==> src/rtl/free_list_pkg.sv <==
// -----------------------------------------------------------------------------
// free_list_pkg
// Shared definitions for the checkpointed physical-register free list.
//   - Default configuration constants (FL_*) used as parameter defaults.
//   - Derived widths for the default configuration: PTR_W (pointer with wrap
//     bit), TAG_W (physical tag), CKPT_W (checkpoint id).
//   - ptr_t / ckpt_snap_t typedefs for the default configuration.
//   - count_below(): number of set bits of vec at positions below lim. It is
//     used for plain popcount (lim = vector width) and for lane compaction
//     (lim = lane index).
// -----------------------------------------------------------------------------
package free_list_pkg;

   localparam int unsigned FL_NUM_PHYS_REGS = 64;
   localparam int unsigned FL_NUM_ARCH_REGS = 32;
   localparam int unsigned FL_ALLOC_WIDTH   = 2;
   localparam int unsigned FL_FREE_WIDTH    = 2;
   localparam int unsigned FL_NUM_CKPTS     = 4;
   localparam int unsigned FL_DEPTH         = FL_NUM_PHYS_REGS - FL_NUM_ARCH_REGS;

   localparam int unsigned PTR_W  = $clog2(FL_DEPTH) + 1;
   localparam int unsigned TAG_W  = $clog2(FL_NUM_PHYS_REGS);
   localparam int unsigned CKPT_W = $clog2(FL_NUM_CKPTS);

   typedef logic [PTR_W-1:0] ptr_t;

   typedef struct packed {
      ptr_t head;
   } ckpt_snap_t;

   localparam int unsigned CNT_W = 8;

   function automatic logic [CNT_W-1:0] count_below(input logic [31:0] vec,
                                                    input int unsigned lim);
      logic [CNT_W-1:0] cnt;
      cnt = '0;
      for (int unsigned i = 0; i < 32; i++) begin
         if ((i < lim) && vec[i]) begin
            cnt = cnt + 8'd1;
         end else begin
            cnt = cnt;
         end
      end
      return cnt;
   endfunction

endpackage

==> src/rtl/free_list_ckpt_ring.sv <==
// -----------------------------------------------------------------------------
// free_list_ckpt_ring
// In-order ring of branch checkpoints. Each slot holds the free-list head
// pointer to restore on a misprediction.
// Ports:
//   clk, reset    : clock, asynchronous active-high reset
//   make          : allocate a slot at ckpt_tail and store make_snap
//   commit        : release the oldest slot (ignored when the ring is empty)
//   recall        : drop every checkpoint younger than recall_id
//   recall_id     : checkpoint being restored
//   make_snap     : head pointer to store
//   ckpt_id       : slot index the next make will use
//   ckpt_full     : all slots in use
//   recall_snap   : stored head pointer of slot recall_id
// -----------------------------------------------------------------------------
module free_list_ckpt_ring
   import free_list_pkg::*;
#(
   parameter int unsigned NUM_CKPTS = FL_NUM_CKPTS,
   parameter int unsigned SNAP_W    = PTR_W
) (
   input  logic                          clk,
   input  logic                          reset,
   input  logic                          make,
   input  logic                          commit,
   input  logic                          recall,
   input  logic [$clog2(NUM_CKPTS)-1:0]  recall_id,
   input  logic [SNAP_W-1:0]             make_snap,
   output logic [$clog2(NUM_CKPTS)-1:0]  ckpt_id,
   output logic                          ckpt_full,
   output logic [SNAP_W-1:0]             recall_snap
);

   localparam int unsigned C_W      = $clog2(NUM_CKPTS);
   localparam logic [C_W:0] PTR_ONE  = (C_W+1)'(1);
   localparam logic [C_W:0] FULL_CNT = (C_W+1)'(NUM_CKPTS);

   logic [C_W:0]        ckpt_head_q, ckpt_head_d;
   logic [C_W:0]        ckpt_tail_q, ckpt_tail_d;
   logic [SNAP_W-1:0]   snap_q [NUM_CKPTS];
   logic [SNAP_W-1:0]   snap_d [NUM_CKPTS];
   logic [C_W:0]        ring_cnt;
   logic                ring_empty;
   logic [C_W-1:0]      recall_off;

   // Ring occupancy, status outputs and next-state pointers.
   always_comb begin
      ring_cnt    = ckpt_tail_q - ckpt_head_q;
      ring_empty  = (ring_cnt == '0);
      ckpt_full   = (ring_cnt == FULL_CNT);
      ckpt_id     = ckpt_tail_q[C_W-1:0];
      recall_snap = snap_q[recall_id];
      // recall_id has no wrap bit; rebuild the pointer from its age relative to the oldest slot.
      recall_off  = recall_id - ckpt_head_q[C_W-1:0];

      if (commit && !ring_empty) begin
         ckpt_head_d = ckpt_head_q + PTR_ONE;
      end else begin
         ckpt_head_d = ckpt_head_q;
      end

      if (recall) begin
         ckpt_tail_d = ckpt_head_q + {1'b0, recall_off} + PTR_ONE;
      end else if (make) begin
         ckpt_tail_d = ckpt_tail_q + PTR_ONE;
      end else begin
         ckpt_tail_d = ckpt_tail_q;
      end
   end

   // Snapshot write for an accepted make.
   always_comb begin
      snap_d = snap_q;
      if (make) begin
         snap_d[ckpt_tail_q[C_W-1:0]] = make_snap;
      end else begin
         snap_d = snap_q;
      end
   end

   // Ring state registers.
   always_ff @(posedge clk or posedge reset) begin
      if (reset) begin
         ckpt_head_q <= '0;
         ckpt_tail_q <= '0;
         for (int i = 0; i < NUM_CKPTS; i++) begin
            snap_q[i] <= '0;
         end
      end else begin
         ckpt_head_q <= ckpt_head_d;
         ckpt_tail_q <= ckpt_tail_d;
         snap_q      <= snap_d;
      end
   end

endmodule

==> src/rtl/free_list_ckpt.sv <==
// -----------------------------------------------------------------------------
// free_list_ckpt
// Circular free list of physical register tags for rename, with head-pointer
// branch checkpoints for single-cycle misprediction recovery.
// Ports:
//   clk, reset            : clock, asynchronous active-high reset
//   alloc_req/ready/tags  : per-lane tag requests, all-or-nothing grant, tags
//   free_valid/free_tags  : retired tags returned to the tail (compacted)
//   ckpt_make/ckpt_lane   : take a checkpoint after the branch in lane ckpt_lane
//   ckpt_id/ckpt_full     : id of the checkpoint being made, ring full
//   ckpt_commit           : release oldest checkpoint
//   recall_valid/recall_id: restore head from a checkpoint
//   free_count            : number of free tags
//   dbl_free_err          : sticky double-free / overflow error (only with
//                           FREE_LIST_DOUBLE_FREE_CHECK_EN defined)
// Optional feature macro: FREE_LIST_DOUBLE_FREE_CHECK_EN
// -----------------------------------------------------------------------------
module free_list_ckpt
   import free_list_pkg::*;
#(
   parameter int unsigned NUM_PHYS_REGS = FL_NUM_PHYS_REGS,
   parameter int unsigned NUM_ARCH_REGS = FL_NUM_ARCH_REGS,
   parameter int unsigned ALLOC_WIDTH   = FL_ALLOC_WIDTH,
   parameter int unsigned FREE_WIDTH    = FL_FREE_WIDTH,
   parameter int unsigned NUM_CKPTS     = FL_NUM_CKPTS
) (
   input  logic                                                   clk,
   input  logic                                                   reset,
   input  logic [ALLOC_WIDTH-1:0]                                 alloc_req,
   output logic                                                   alloc_ready,
   output logic [ALLOC_WIDTH-1:0][$clog2(NUM_PHYS_REGS)-1:0]      alloc_tags,
   input  logic [FREE_WIDTH-1:0]                                  free_valid,
   input  logic [FREE_WIDTH-1:0][$clog2(NUM_PHYS_REGS)-1:0]       free_tags,
   input  logic                                                   ckpt_make,
   input  logic [((ALLOC_WIDTH > 1) ? $clog2(ALLOC_WIDTH) : 1)-1:0] ckpt_lane,
   output logic [$clog2(NUM_CKPTS)-1:0]                           ckpt_id,
   output logic                                                   ckpt_full,
   input  logic                                                   ckpt_commit,
   input  logic                                                   recall_valid,
   input  logic [$clog2(NUM_CKPTS)-1:0]                           recall_id,
   output logic [$clog2(NUM_PHYS_REGS-NUM_ARCH_REGS):0]           free_count
`ifdef FREE_LIST_DOUBLE_FREE_CHECK_EN
   ,
   output logic                                                   dbl_free_err
`endif
);

   localparam int unsigned DEPTH = NUM_PHYS_REGS - NUM_ARCH_REGS;
   localparam int unsigned IDX_W = $clog2(DEPTH);
   localparam int unsigned HP_W  = IDX_W + 1;
   localparam int unsigned T_W   = $clog2(NUM_PHYS_REGS);
   localparam logic [HP_W-1:0] PTR_ONE = HP_W'(1);

   logic [T_W-1:0]  entry_q [DEPTH];
   logic [T_W-1:0]  entry_d [DEPTH];
   logic [HP_W-1:0] head_q, head_d, tail_q, tail_d;
   logic [HP_W-1:0] n_req, n_free, rd_ptr, wr_ptr, snap_ptr, recall_head;
   logic            ckpt_block, ckpt_accept;

   // Grant: popcount, readiness and compacted per-lane tag selection.
   always_comb begin
      n_req      = HP_W'(count_below(32'(alloc_req), ALLOC_WIDTH));
      free_count = tail_q - head_q;
      // A same-cycle commit frees the oldest slot, which is the slot a full ring's make writes.
      ckpt_block = ckpt_make && ckpt_full && !ckpt_commit;
      alloc_ready = !recall_valid && (free_count >= n_req) && !ckpt_block;
      ckpt_accept = ckpt_make && alloc_ready;
      snap_ptr    = head_q + HP_W'(count_below(32'(alloc_req), 32'(ckpt_lane) + 32'd1));
      rd_ptr      = head_q;
      for (int i = 0; i < ALLOC_WIDTH; i++) begin
         rd_ptr = head_q + HP_W'(count_below(32'(alloc_req), i));
         if (alloc_ready && alloc_req[i]) begin
            alloc_tags[i] = entry_q[rd_ptr[IDX_W-1:0]];
         end else begin
            alloc_tags[i] = '0;
         end
      end
   end

   // Free write-back at the tail and next head/tail pointers.
   always_comb begin
      entry_d = entry_q;
      wr_ptr  = tail_q;
      for (int i = 0; i < FREE_WIDTH; i++) begin
         if (free_valid[i]) begin
            entry_d[wr_ptr[IDX_W-1:0]] = free_tags[i];
            wr_ptr = wr_ptr + PTR_ONE;
         end else begin
            wr_ptr = wr_ptr;
         end
      end
      tail_d = wr_ptr;
      n_free = wr_ptr - tail_q;

      if (recall_valid) begin
         head_d = recall_head;
      end else if (alloc_ready) begin
         head_d = head_q + n_req;
      end else begin
         head_d = head_q;
      end
   end

   // Free-list storage and pointer registers.
   always_ff @(posedge clk or posedge reset) begin
      if (reset) begin
         head_q <= '0;
         tail_q <= HP_W'(DEPTH);
         for (int i = 0; i < DEPTH; i++) begin
            entry_q[i] <= T_W'(NUM_ARCH_REGS + i);
         end
      end else begin
         head_q  <= head_d;
         tail_q  <= tail_d;
         entry_q <= entry_d;
      end
   end

   free_list_ckpt_ring #(
      .NUM_CKPTS (NUM_CKPTS),
      .SNAP_W    (HP_W)
   ) u_ring (
      .clk         (clk),
      .reset       (reset),
      .make        (ckpt_accept),
      .commit      (ckpt_commit),
      .recall      (recall_valid),
      .recall_id   (recall_id),
      .make_snap   (snap_ptr),
      .ckpt_id     (ckpt_id),
      .ckpt_full   (ckpt_full),
      .recall_snap (recall_head)
   );

`ifdef FREE_LIST_DOUBLE_FREE_CHECK_EN
   logic [NUM_PHYS_REGS-1:0] in_list_q, in_list_d;
   logic                     dbl_free_err_q, dbl_free_err_d;
   logic                     err_hit;
   logic [HP_W:0]            live_after;
   logic [HP_W-1:0]          live_cnt;
   logic [IDX_W-1:0]         rel_idx;

   // Membership tracking and error detection for returned tags.
   always_comb begin
      in_list_d = in_list_q;
      err_hit   = 1'b0;
      live_cnt  = tail_d - head_d;
      rel_idx   = '0;
      for (int i = 0; i < FREE_WIDTH; i++) begin
         if (free_valid[i] && in_list_q[free_tags[i]]) begin
            err_hit = 1'b1;
         end else begin
            err_hit = err_hit;
         end
         for (int j = 0; j < FREE_WIDTH; j++) begin
            if ((j < i) && free_valid[i] && free_valid[j] && (free_tags[j] == free_tags[i])) begin
               err_hit = 1'b1;
            end else begin
               err_hit = err_hit;
            end
         end
      end
      live_after = {1'b0, free_count} + {1'b0, n_free};
      if (live_after > (HP_W+1)'(DEPTH)) begin
         err_hit = 1'b1;
      end else begin
         err_hit = err_hit;
      end

      if (recall_valid) begin
         // Rebuild from the ring contents between the restored head and the new tail.
         in_list_d = '0;
         for (int j = 0; j < DEPTH; j++) begin
            rel_idx = IDX_W'(j) - head_d[IDX_W-1:0];
            if ({1'b0, rel_idx} < live_cnt) begin
               in_list_d[entry_d[j]] = 1'b1;
            end else begin
               in_list_d = in_list_d;
            end
         end
      end else begin
         for (int i = 0; i < ALLOC_WIDTH; i++) begin
            if (alloc_ready && alloc_req[i]) begin
               in_list_d[alloc_tags[i]] = 1'b0;
            end else begin
               in_list_d = in_list_d;
            end
         end
         for (int i = 0; i < FREE_WIDTH; i++) begin
            if (free_valid[i]) begin
               in_list_d[free_tags[i]] = 1'b1;
            end else begin
               in_list_d = in_list_d;
            end
         end
      end
      dbl_free_err_d = dbl_free_err_q | err_hit;
   end

   // Membership vector and sticky error flag registers.
   always_ff @(posedge clk or posedge reset) begin
      if (reset) begin
         for (int i = 0; i < NUM_PHYS_REGS; i++) begin
            in_list_q[i] <= (i >= NUM_ARCH_REGS);
         end
         dbl_free_err_q <= 1'b0;
      end else begin
         in_list_q      <= in_list_d;
         dbl_free_err_q <= dbl_free_err_d;
      end
   end

   assign dbl_free_err = dbl_free_err_q;
`endif

endmodule
==> config.mk <==
export PLATFORM = sky130hd
export DESIGN_NAME = free_list_ckpt
export DESIGN_NICKNAME = d
export VERILOG_FILES = /design/src/rtl/free_list_pkg.sv /design/src/rtl/free_list_ckpt_ring.sv /design/src/rtl/free_list_ckpt.sv
export SDC_FILE = /design/constraint.sdc
export NUM_CORES = 1
export LEC_CHECK = 0
export ABC_AREA = 0
export ABC_CLOCK_PERIOD_IN_PS = 7750
export BUFFER_PORTS_ARGS = -buffer_cell sky130_fd_sc_hd__buf_2
export CAP_MARGIN = 0
export CORE_ASPECT_RATIO = 1.2
export CORE_MARGIN = 5
export CORE_UTILIZATION = 45
export CTS_BUF_LIST = sky130_fd_sc_hd__clkbuf_8
export CTS_CLUSTER_SIZE = 14
export DETAILED_ROUTE_END_ITERATION = 16
export PLACE_DENSITY = 0.62
export RECOVER_POWER = 25
export SLEW_MARGIN = 20
export SYNTH_ARGS = -nofsm -noshare
export SYNTH_HDL_FRONTEND = slang
export SYNTH_SLANG_ARGS = --single-unit
==> constraint.sdc <==
create_clock -name clk -period 7.75 [get_ports clk]
set_input_delay 0.775 -clock clk [delete_from_list [all_inputs] [get_ports clk]]
set_output_delay 0.775 -clock clk [all_outputs]
set_load 0.02 [all_outputs]
==> flow_summary_export.csv, run 1 <==
group,metric,value,unit
status,status,"finished, violations left",
status,violations,"max-capacitance violations, max-slew violations",
placed_design,placed_area,15800,µm²
pwr,p_leak,0.00676,µW
pwr,peakVddDrop,0.235,mV
min_path,hold_path.class,"reg -> reg",
timing,fin_ws,2640,ps
worst_setup_path,cpMostUsedCell,"mux4_2",
route,drcViolationCount,0,
pwr,comb_power_share,49.2,%
route,ant_nets,0,
route,drt_iter0_drc,1428,
run,cap_violations,1,
timing,finalSetupTns,0,ps
clock_network,cts.sinks,234,
worst_setup_path,crit_path_end_kind,"primary output",
timing,clock_skew,19.5,ps
floorplan,pin_count,46,
layout,fillCellCount,3114,
global_route,grt_pass1_wl,74100,µm
timing,grt_setup_unrepaired,"false",
global_route,antenna_found_initial,0,
floorplan,core_region_area,34000,µm²
clock_network,cts_root_buffer,"clkbuf_8",
clock_network,clk_path_buf_depth,3,
logic_synthesis,syn_inst,1398,
route,wl,48600,µm
global_route,grt.total_usage,25.9,%
layout,fin_util,48.9,%
worst_setup_path,path_class,"reg -> out",
clock_network,clock_latency,570,ps
logic_synthesis,netlist_area,15400,µm²
floorplan,die_area,38000,µm²
timing,max_freq,0.196,GHz
floorplan,die_width,179,µm
worst_setup_path,cp.required,6970,ps
route,routed_via_density,6.20,
clock_network,htree_num_levels,2,
timing,slew_headroom,-132,%
logic_synthesis,yosys_warnings,0,
pwr,p_sw,3240,µW
worst_setup_path,slowest_delay,1090,ps
pwr,p_int,4580,µW
placed_design,place_ws,2860,ps
global_route,overflow,0,
logic_synthesis,synth_nets,1456,
timing,timing.final.crit_share,66.0,%
timing,slew_viol_final,75,
route,detailroute.via_count,11500,
floorplan,die_h,213,µm
pwr,pwr-share-seq,35.8,%
logic_synthesis,ys_seq_area_share,38.9,%
pwr,switching_share,41.4,%
clock_network,hold_buffers,0,
global_route,grt_pass1_vias,11400,
floorplan,start_util,45.3,%
layout,final_common_cell,"mux2i_1",
placed_design,place_hpwl,33300,µm
worst_setup_path,start_kind,"flop",
route,wl_per_cell,26.1,µm
clock_network,postCtsSetupRepairBufs,0,
logic_synthesis,ys_types,53,
logic_synthesis,yosysTopAreaCell,"dfrtp_1",
timing,whs,486,ps
layout,layout-drive-gt1-share,27.9,%
placed_design,io_buffers,45,
layout,layout.nets,1428,
worst_setup_path,crit_buf_inv,1,
placed_design,gp_congestion,0.951,
timing,hold_viol,0,
timing,tightest_slew,3460,ps
clock_network,cts_resized,0,
clock_network,cts_tree,"built",
global_route,grt_max_degree,139,
timing,setup_viol,0,
clock_network,path_clk_slew,70,ps
floorplan,num_rows,74,
layout,finish.instance_area,16600,µm²
worst_setup_path,crit_slowest_cell,"dfrtp_4",
logic_synthesis,postSynthAreaPerCell,11.0,µm²
logic_synthesis,synth_top_area_share,19.7,%
pwr,power_density,471,nW/µm²
logic_synthesis,ys_ff_latch,234,
worst_setup_path,arrival,4340,ps
layout,area_growth,7.84,%
route,dr.pass1.iters,5,
pwr,power.clock.fraction,15.1,%
clock_network,cts-buffers-inserted,40,
worst_setup_path,cp_max_fo,53,
worst_setup_path,cpLargestDelayFamily,"multiplexers",
layout,mostFrequentLayoutCells,"mux2i_1 (197), nand2_1 (190), o21ai_0 (130)",
logic_synthesis,synthTopCellsByArea,"dfrtp_1 (20%), dfstp_2 (19%), mux4_2 (18%)",
worst_setup_path,crit_chain,"ha_4 -> mux4_2 -> mux4_2 -> mux2_2 -> and3_1 -> buf_2",
timing,layout_min_cycle_time,5110,ps
logic make-up (layout without fill, tap and decap cells):
logic type | after synthesis | in the layout | share of synthesized area [%]
simple gates | 363 | 363 | 10.1
mux | 351 | 351 | 33.6
compound gates | 236 | 236 | 8.51
flops | 234 | 234 | 38.9
buf+inv | 151 | 154 | 4.21
fa+ha+maj | 34 | 34 | 2.91
xor+xnor | 29 | 29 | 1.70
other cells | 0 | 2 | 0
power groups by stage:
stage,clock [µW],sequential [µW],combinational [µW]
CTS,1200,2760,3810
global placement,0,2760,3710
finish,1180,2800,3840
global route,1250,2850,4140
detailed placement,0,2770,3810
floorplan,0,2280,3140
final cells by class:
cell class / count / area [µm²] / share of cell area (%)
repair buffers: 53 / 305 / 1.84
multi-input cells: 1013 / 8800 / 53.0
clock inverters: 28 / 200 / 1.21
flip-flops and latches: 234 / 6000 / 36.1
diodes: 2 / 5.00 / 0.0301
inverters: 28 / 106 / 0.640
well taps: 456 / 571 / 3.44
clock buffers: 45 / 619 / 3.73
final timing paths:
check                                 start                end  slack [ps]  depth (start not counted)
setup / recovery                  head_q[0]      alloc_tags[8]        2640                          6
min in group asynchronous             reset  u_ring.snap_q[21]        1230                          2
hold reg to reg            u_ring.snap_q[0]   u_ring.snap_q[0]         490                          1
setup reg to reg                  head_q[0]   u_ring.snap_q[8]        3800                          8
max in group asynchronous             reset          tail_q[3]        4650                          3
hold / removal             u_ring.snap_q[0]   u_ring.snap_q[0]         490                          1
synth_stat cells, drive strengths merged:
| cell type | instances |
|---|---|
| mux2i | 197 |
| a41oi | 1 |
| ha | 31 |
| dfrtp | 121 |
| nand3 | 26 |
| mux2 | 28 |
| clkbuf | 89 |
| and2 | 4 |
| o22ai | 1 |
| o211a | 3 |
| inv | 28 |
| a21o | 3 |
| a41o | 1 |
| nor4 | 1 |
| a21boi | 2 |
| nand2 | 190 |
| o21ai | 147 |
| o2111ai | 2 |
| and3 | 15 |
| nor2b | 4 |
| nor2 | 91 |
| nand3b | 3 |
| mux4 | 126 |
| nor3b | 1 |
| o31a | 2 |
| fa | 3 |
| a211o | 2 |
| dfstp | 113 |
| nand4 | 7 |
| or3b | 1 |
| o221ai | 2 |
| or3 | 2 |
| nor3 | 13 |
| xnor2 | 19 |
| a311oi | 1 |
| o311ai | 6 |
| xor2 | 10 |
| a211oi | 2 |
| a21oi | 55 |
| o211ai | 6 |
| buf | 34 |
| nand2b | 5 |
routing by layer:
metal	vias up	wire, µm	track usage (%)
li1	5035	-	-
met5	-	0	0
met3	125	4720	5.47
met2	629	22100	39.7
met4	0	2110	9.45
met1	5740	19700	36.5
registers in the layout, indices dropped and copies added, names as in the netlist:
register,count
entry_q,192
head_q,6
tail_q,6
u_ring.ckpt_head_q,3
u_ring.ckpt_tail_q,3
u_ring.snap_q,24
per-stage QoR:
step,total power (µW),std cells
final,7820,1859
after global routing,8230,1857
after CTS,7780,1856
after detailed placement,6580,1783
after global placement,6480,1783
after floorplan,5410,1398
Note: power is estimated with default switching activity, not from simulation.
==> run 2, diff against run 1 <==
- ABC_CLOCK_PERIOD_IN_PS: 7750 -> 5100
- clock period: 7.75 -> 5.1 ns (I/O delays scaled with it)
==> flow_summary_export.csv, run 2 (synthesis results as in run 1) <==
group,metric,value,unit
timing,slew_viol_final,89,
timing,layout_min_cycle_time,4370,ps
clock_network,cts_root_buffer,"clkbuf_8",
global_route,overflow,0,
clock_network,cts-buffers-inserted,41,
worst_setup_path,path_class,"reg -> out",
layout,reg.largest.list,"entry_q (192), u_ring.snap_q (24)",
min_path,hold_path.class,"in -> async",
timing,max_freq,0.229,GHz
global_route,grt_pass1_vias,11300,
clock_network,htree_num_levels,2,
global_route,antenna_found_initial,1,
worst_setup_path,crit_slowest_cell,"dfrtp_1",
timing,setup_viol,0,
global_route,grt.total_usage,25.8,%
pwr,peakVddDrop,0.350,mV
timing,tightest_slew,2950,ps
layout,final_common_cell,"mux2i_1",
worst_setup_path,arrival,3860,ps
worst_setup_path,cp_max_fo,12,
layout,layout.nets,1435,
route,drt_iter0_drc,1430,
worst_setup_path,crit_path_end_kind,"primary output",
timing,finalSetupTns,0,ps
pwr,p_leak,0.00679,µW
floorplan,pin_count,46,
timing,timing.final.crit_share,85.6,%
layout,diodes,0,
placed_design,io_buffers,45,
floorplan,die_area,38000,µm²
clock_network,clk_path_buf_depth,3,
timing,grt_setup_unrepaired,"false",
layout,fillCellCount,3033,
route,wl_per_cell,26.1,µm
clock_network,clock_latency,570,ps
floorplan,num_rows,74,
layout,mostFrequentLayoutCells,"mux2i_1 (197), nand2_1 (190), o21ai_0 (130)",
route,routed_via_density,6.25,
layout,layout-drive-gt1-share,28.5,%
worst_setup_path,slowest_delay,470,ps
worst_setup_path,start_kind,"flop",
pwr,power,12000,µW
layout,area_growth,8.38,%
clock_network,cts_tree,"built",
route,ant_nets,0,
clock_network,cts_resized,0,
run,cap_violations,2,
timing,hold_viol,0,
clock_network,hold_buffers,0,
route,drcViolationCount,0,
clock_network,path_clk_slew,60,ps
route,wl,48600,µm
clock_network,cts.sinks,234,
floorplan,start_util,45.3,%
pwr,power_density,720,nW/µm²
timing,slew_headroom,-96.8,%
placed_design,place_hpwl,33900,µm
floorplan,die_h,213,µm
layout,largest_register_ffs,192,
status,violations,"max-capacitance violations, max-slew violations",
route,detailroute.via_count,11600,
worst_setup_path,cp.required,4590,ps
floorplan,die_width,179,µm
floorplan,core_region_area,34000,µm²
clock_network,postCtsSetupRepairBufs,0,
global_route,grt_pass1_wl,73900,µm
timing,clock_skew,26.9,ps
route,dr.pass1.iters,8,
status,status,"finished, violations left",
placed_design,gp_congestion,0.945,
global_route,grt_max_degree,130,
worst_setup_path,crit_chain,"inv_1 -> ha_1 -> inv_1 -> fa_1 -> ha_1 -> a211oi_1 -> nor3b_2 -> a21oi_1 -> buf_4 -> and3_1 -> buf_2",
layout,regMostFlops,"entry_q",
[run 2: cell count changes in the layout (fill, tap and decap cells not counted), moves of 2 or more]
cell	delta
clkinv_2	-3
inv_1	-6
clkbuf_1	+2
clkbuf_8	+13
bufinv_16	-2
buf_4	+4
diode_2	-2
[run 2: report_power, final]
part           leakage [µW]  internal (µW)  switching [µW]
clock              0.000506           1060             808
sequential          0.00267           3050            1050
combinational       0.00361           2960            3090
[run 2: final timing paths]
check | depth (start not counted) | startpoint | to | slack (ps)
min in group clk | 3 | ckpt_commit | u_ring.ckpt_head_q[0] | 380
min reg2reg | 1 | u_ring.snap_q[3] | u_ring.snap_q[3] | 480
max | 11 | tail_q[0] | alloc_tags[10] | 730
max in group asynchronous | 3 | reset | entry_q[93] | 1400
max reg2reg | 5 | tail_q[3] | entry_q[26] | 1450
min | 2 | reset | u_ring.snap_q[14] | 320
[run 2: layer usage]
metal / routed length [µm] / vias to the layer above / GRT usage [%]
li1: - / 5045 / -
met4: 1980 / 2 / 9.56
met1: 20000 / 5839 / 37.3
met5: 13 / - / 0
met2: 21800 / 635 / 38.8
met3: 4710 / 122 / 5.10
[run 2: area by class of cell]
type	instances	area [µm²]	area share (%)
clock buffer	58	798	4.78
clock inverter	16	95.1	0.570
inverter	28	106	0.637
multi-input combinational	1013	8780	52.6
sequential	234	6000	36.0
tap	456	571	3.42
timing repair buffer	59	335	2.01
[run 2: critical path: cells and delay by family, from the launching register on]
family | cells | cell delay (ps)
buffers and inverters | 4 | 650
adder cells (fa/ha/maj) | 3 | 970
AND/OR/NAND/NOR | 2 | 610
AO/OA/AOI/OAI | 2 | 570
flip-flops | 1 | 470
[run 2: per-stage QoR]
stage	std cells	hold WS, ps	setup WS (ps)	util, %	instance area (µm²)
global placement	1790	463	1240	46.5	15800
detailed placement	1790	473	1190	46.5	15800
CTS	1864	81.8	775	49.1	16700
global route	1864	390	583	49.1	16700
finish	1864	316	734	49.1	16700
floorplan	1398	453	1110	-	15400
==> run 3, diff against run 2 <==
- ABC_AREA: 0 -> 1
- ABC_CLOCK_PERIOD_IN_PS: 5100 -> 4180
- clock period: 5.1 -> 4.18 ns (I/O delays scaled with it)
==> flow_summary_export.csv, run 3 <==
group,metric,value,unit
status,status,"finished, violations left",
status,violations,"max-capacitance violations, max-slew violations",
worst_setup_path,cp.required,3760,ps
global_route,grt_max_degree,137,
pwr,pwr-share-seq,30.4,%
route,dr.pass1.iters,6,
timing,timing.final.crit_share,96.4,%
layout,mostFrequentLayoutCells,"nand2_1 (778), o21ai_0 (394), nand3_1 (207)",
placed_design,gp_congestion,0.999,
worst_setup_path,critical_path.endpoint,"alloc_tags[8]",
logic_synthesis,netlist_area,16300,µm²
clock_network,htree_num_levels,2,
logic_synthesis,synth_top_area_share,18.6,%
global_route,grt_pass1_wl,94200,µm
timing,clock_skew,20.4,ps
worst_setup_path,critPathLaunch,"head_q[0]",
worst_setup_path,r2r_cells,9,
worst_setup_path,path_class,"reg -> out",
route,detailroute.via_count,16800,
clock_network,path_clk_slew,60,ps
logic_synthesis,ys_ff_latch,234,
logic_synthesis,synth-async-reset-ratio,100,%
clock_network,cts.sinks,234,
timing,tightest_slew,2330,ps
logic_synthesis,yosys-top-cells-count,"nand2_1 (778), o21ai_0 (394), nand3_1 (207)",
logic_synthesis,synth.most_common_cell,"nand2_1",
worst_setup_path,timing.rr.start,"tail_q[1]",
logic_synthesis,syn_inst,2440,
layout,layout.nets,2447,
logic_synthesis,postSynthAreaPerCell,6.68,µm²
layout,layout-drive-gt1-share,12.5,%
worst_setup_path,crit_chain,"ha_1 -> inv_1 -> fa_1 -> ha_1 -> a21boi_0 -> nor2_1 -> nand3_1 -> nor2_1 -> nor2_2 -> nand2_1 -> a21oi_1 -> buf_2",
pwr,power_density,832,nW/µm²
layout,diodes,0,
worst_setup_path,arrival,3610,ps
clock_network,cts_tree,"built",
logic_synthesis,yosys_warnings,0,
global_route,overflow,0,
placed_design,io_buffers,45,
worst_setup_path,start_kind,"flop",
timing,hold_viol,0,
global_route,grt_pass1_vias,15500,
pwr,switching_share,49.4,%
timing,max_freq,0.248,GHz
global_route,antenna_found_initial,0,
floorplan,start_util,45.5,%
worst_setup_path,ff2ff_setup_slack,1060,ps
floorplan,die_h,218,µm
min_path,hold_path.class,"in -> reg",
clock_network,cts_root_buffer,"clkbuf_8",
timing,layout_min_cycle_time,4030,ps
logic_synthesis,yosys_most_used_dff,"dfrtp_1",
timing,slew_headroom,-55.4,%
worst_setup_path,slowest_delay,570,ps
clock_network,postCtsSetupRepairBufs,0,
pwr,p_int,7410,µW
clock_network,clk_path_buf_depth,3,
route,ant_nets,0,
layout,instances_no_fill,2891,
route,drcViolationCount,0,
floorplan,core_region_area,35800,µm²
logic_synthesis,yosysTopAreaCell,"dfrtp_1",
placed_design,place_ws,847,ps
pwr,peakVddDrop,0.401,mV
placed_design,placed_cells,2810,
worst_setup_path,crit_path_end_kind,"primary output",
logic_synthesis,synth_edf_count,0,
placed_design,place_hpwl,41400,µm
clock_network,cts-buffers-inserted,44,
layout,final_common_cell,"nand2_1",
floorplan,pin_count,46,
pwr,power.clock.fraction,16.5,%
layout,regMostFlops,"entry_q",
layout,multiInputGateArea,9040,µm²
pwr,p_leak,0.00794,µW
timing,fin_ws,150,ps
route,drt_iter0_drc,1911,
worst_setup_path,r2r_end,"entry_q[109]",
layout,reg.largest.list,"entry_q (192), u_ring.snap_q (24)",
worst_setup_path,crit_slowest_cell,"dfrtp_4",
run,cap_violations,2,
layout,seq_area,6000,µm²
timing,setup_viol,0,
route,wl,62100,µm
layout,area_growth,8.02,%
clock_network,clock_latency,590,ps
logic_synthesis,synthTopCellsByArea,"dfrtp_1 (19%), dfstp_2 (18%), nand2_1 (18%)",
route,routed_via_density,5.81,
layout,largest_register_ffs,192,
timing,slew_viol_final,228,
floorplan,die_area,40100,µm²
pwr,p_sw,7240,µW
route,wl_per_cell,21.5,µm
logic_synthesis,ys_seq_area_share,36.8,%
layout,fillCellCount,3696,
timing,grt_setup_unrepaired,"true",
logic_synthesis,ys_types,39,
floorplan,num_rows,76,
pwr,comb_power_share,53.1,%
logic_synthesis,synth_nets,2498,
global_route,grt.total_usage,30.3,%
floorplan,die_width,184,µm
worst_setup_path,cp_max_fo,10,
==> run 3: how the worst min path moves through the flow <==
stage,slack (ps),to,startpoint,cells after the start
6_report,150,u_ring.ckpt_head_q[2],ckpt_commit,3
5_1_grt,170,tail_q[1],free_valid[1],2
4_1_cts,130,tail_q[1],free_valid[1],2
3_5_place_dp,410,entry_q[171],reset,2
3_3_place_gp,410,entry_q[171],reset,2
2_1_floorplan,440,u_ring.snap_q[7],u_ring.snap_q[7],2
==> run 3: stage by stage <==
stage	utilization, %	power, µW	TNS [ps]	cell area [µm²]	hold WS (ps)
floorplan	-	9580	0	16300	444
global placement	46.6	11900	0	16700	411
detailed placement	46.6	12000	0	16700	412
CTS	49.2	14500	0	17600	131
global route	49.1	15700	-10.6	17600	168
finish	49.1	14700	0	17600	150
==> run 3: critical path, delay by kind of cell, from the launching register on <==
| kind | cells | cell delay (ps) |
|---|---|---|
| adder cells (fa/ha/maj) | 3 | 950 |
| AO/OA/AOI/OAI | 2 | 490 |
| flip-flops | 1 | 570 |
| buffers and inverters | 2 | 330 |
| AND/OR/NAND/NOR | 5 | 680 |
==> run 3: metal layers <==
metal | vias up | wire length (µm) | global-route usage [%] | part of all wire, %
met5 | - | 0 | 0 | 0
met4 | 0 | 3390 | 14.3 | 5.5
met3 | 207 | 5370 | 5.48 | 8.6
met2 | 814 | 28200 | 48.1 | 45
met1 | 7811 | 25100 | 40.1 | 40
li1 | 7954 | - | - | -
==> run 3: kinds of logic (layout without fill, tap and decap cells) <==
logic type,after synthesis,after routing,synth area share (%)
flops,234,234,36.8
xor+xnor,20,20,1.17
simple gates,1185,1185,30.0
mux,24,24,1.47
compound gates,627,627,20.0
buf+inv,316,299,7.87
fa+ha+maj,34,34,2.75
==> run 3: timing repair <==
item / CTS / global route
setup endpoints to repair: 0 / 1
endpoints found under the hold margin: 5 / 0
hold buffers: 1 / 0
resized for setup: 0 / 1
==> run 3: area by class of cell <==
class / count / share of cell area [%]
sequential: 234 / 34.1
inverter: 136 / 2.91
timing repair buffer: 83 / 3.04
tap: 468 / 3.33
multi-input combinational: 1890 / 51.3
clock inverter: 21 / 0.675
clock buffer: 59 / 4.61
==> run 3: power groups by stage <==
stage	Combinational, µW	Sequential, µW	Clock, µW
5_1_grt	8610	4550	2540
6_report	7780	4460	2420
4_1_cts	7620	4430	2440
2_1_floorplan	5470	4110	0
3_5_place_dp	7600	4450	0
3_3_place_gp	7510	4430	0
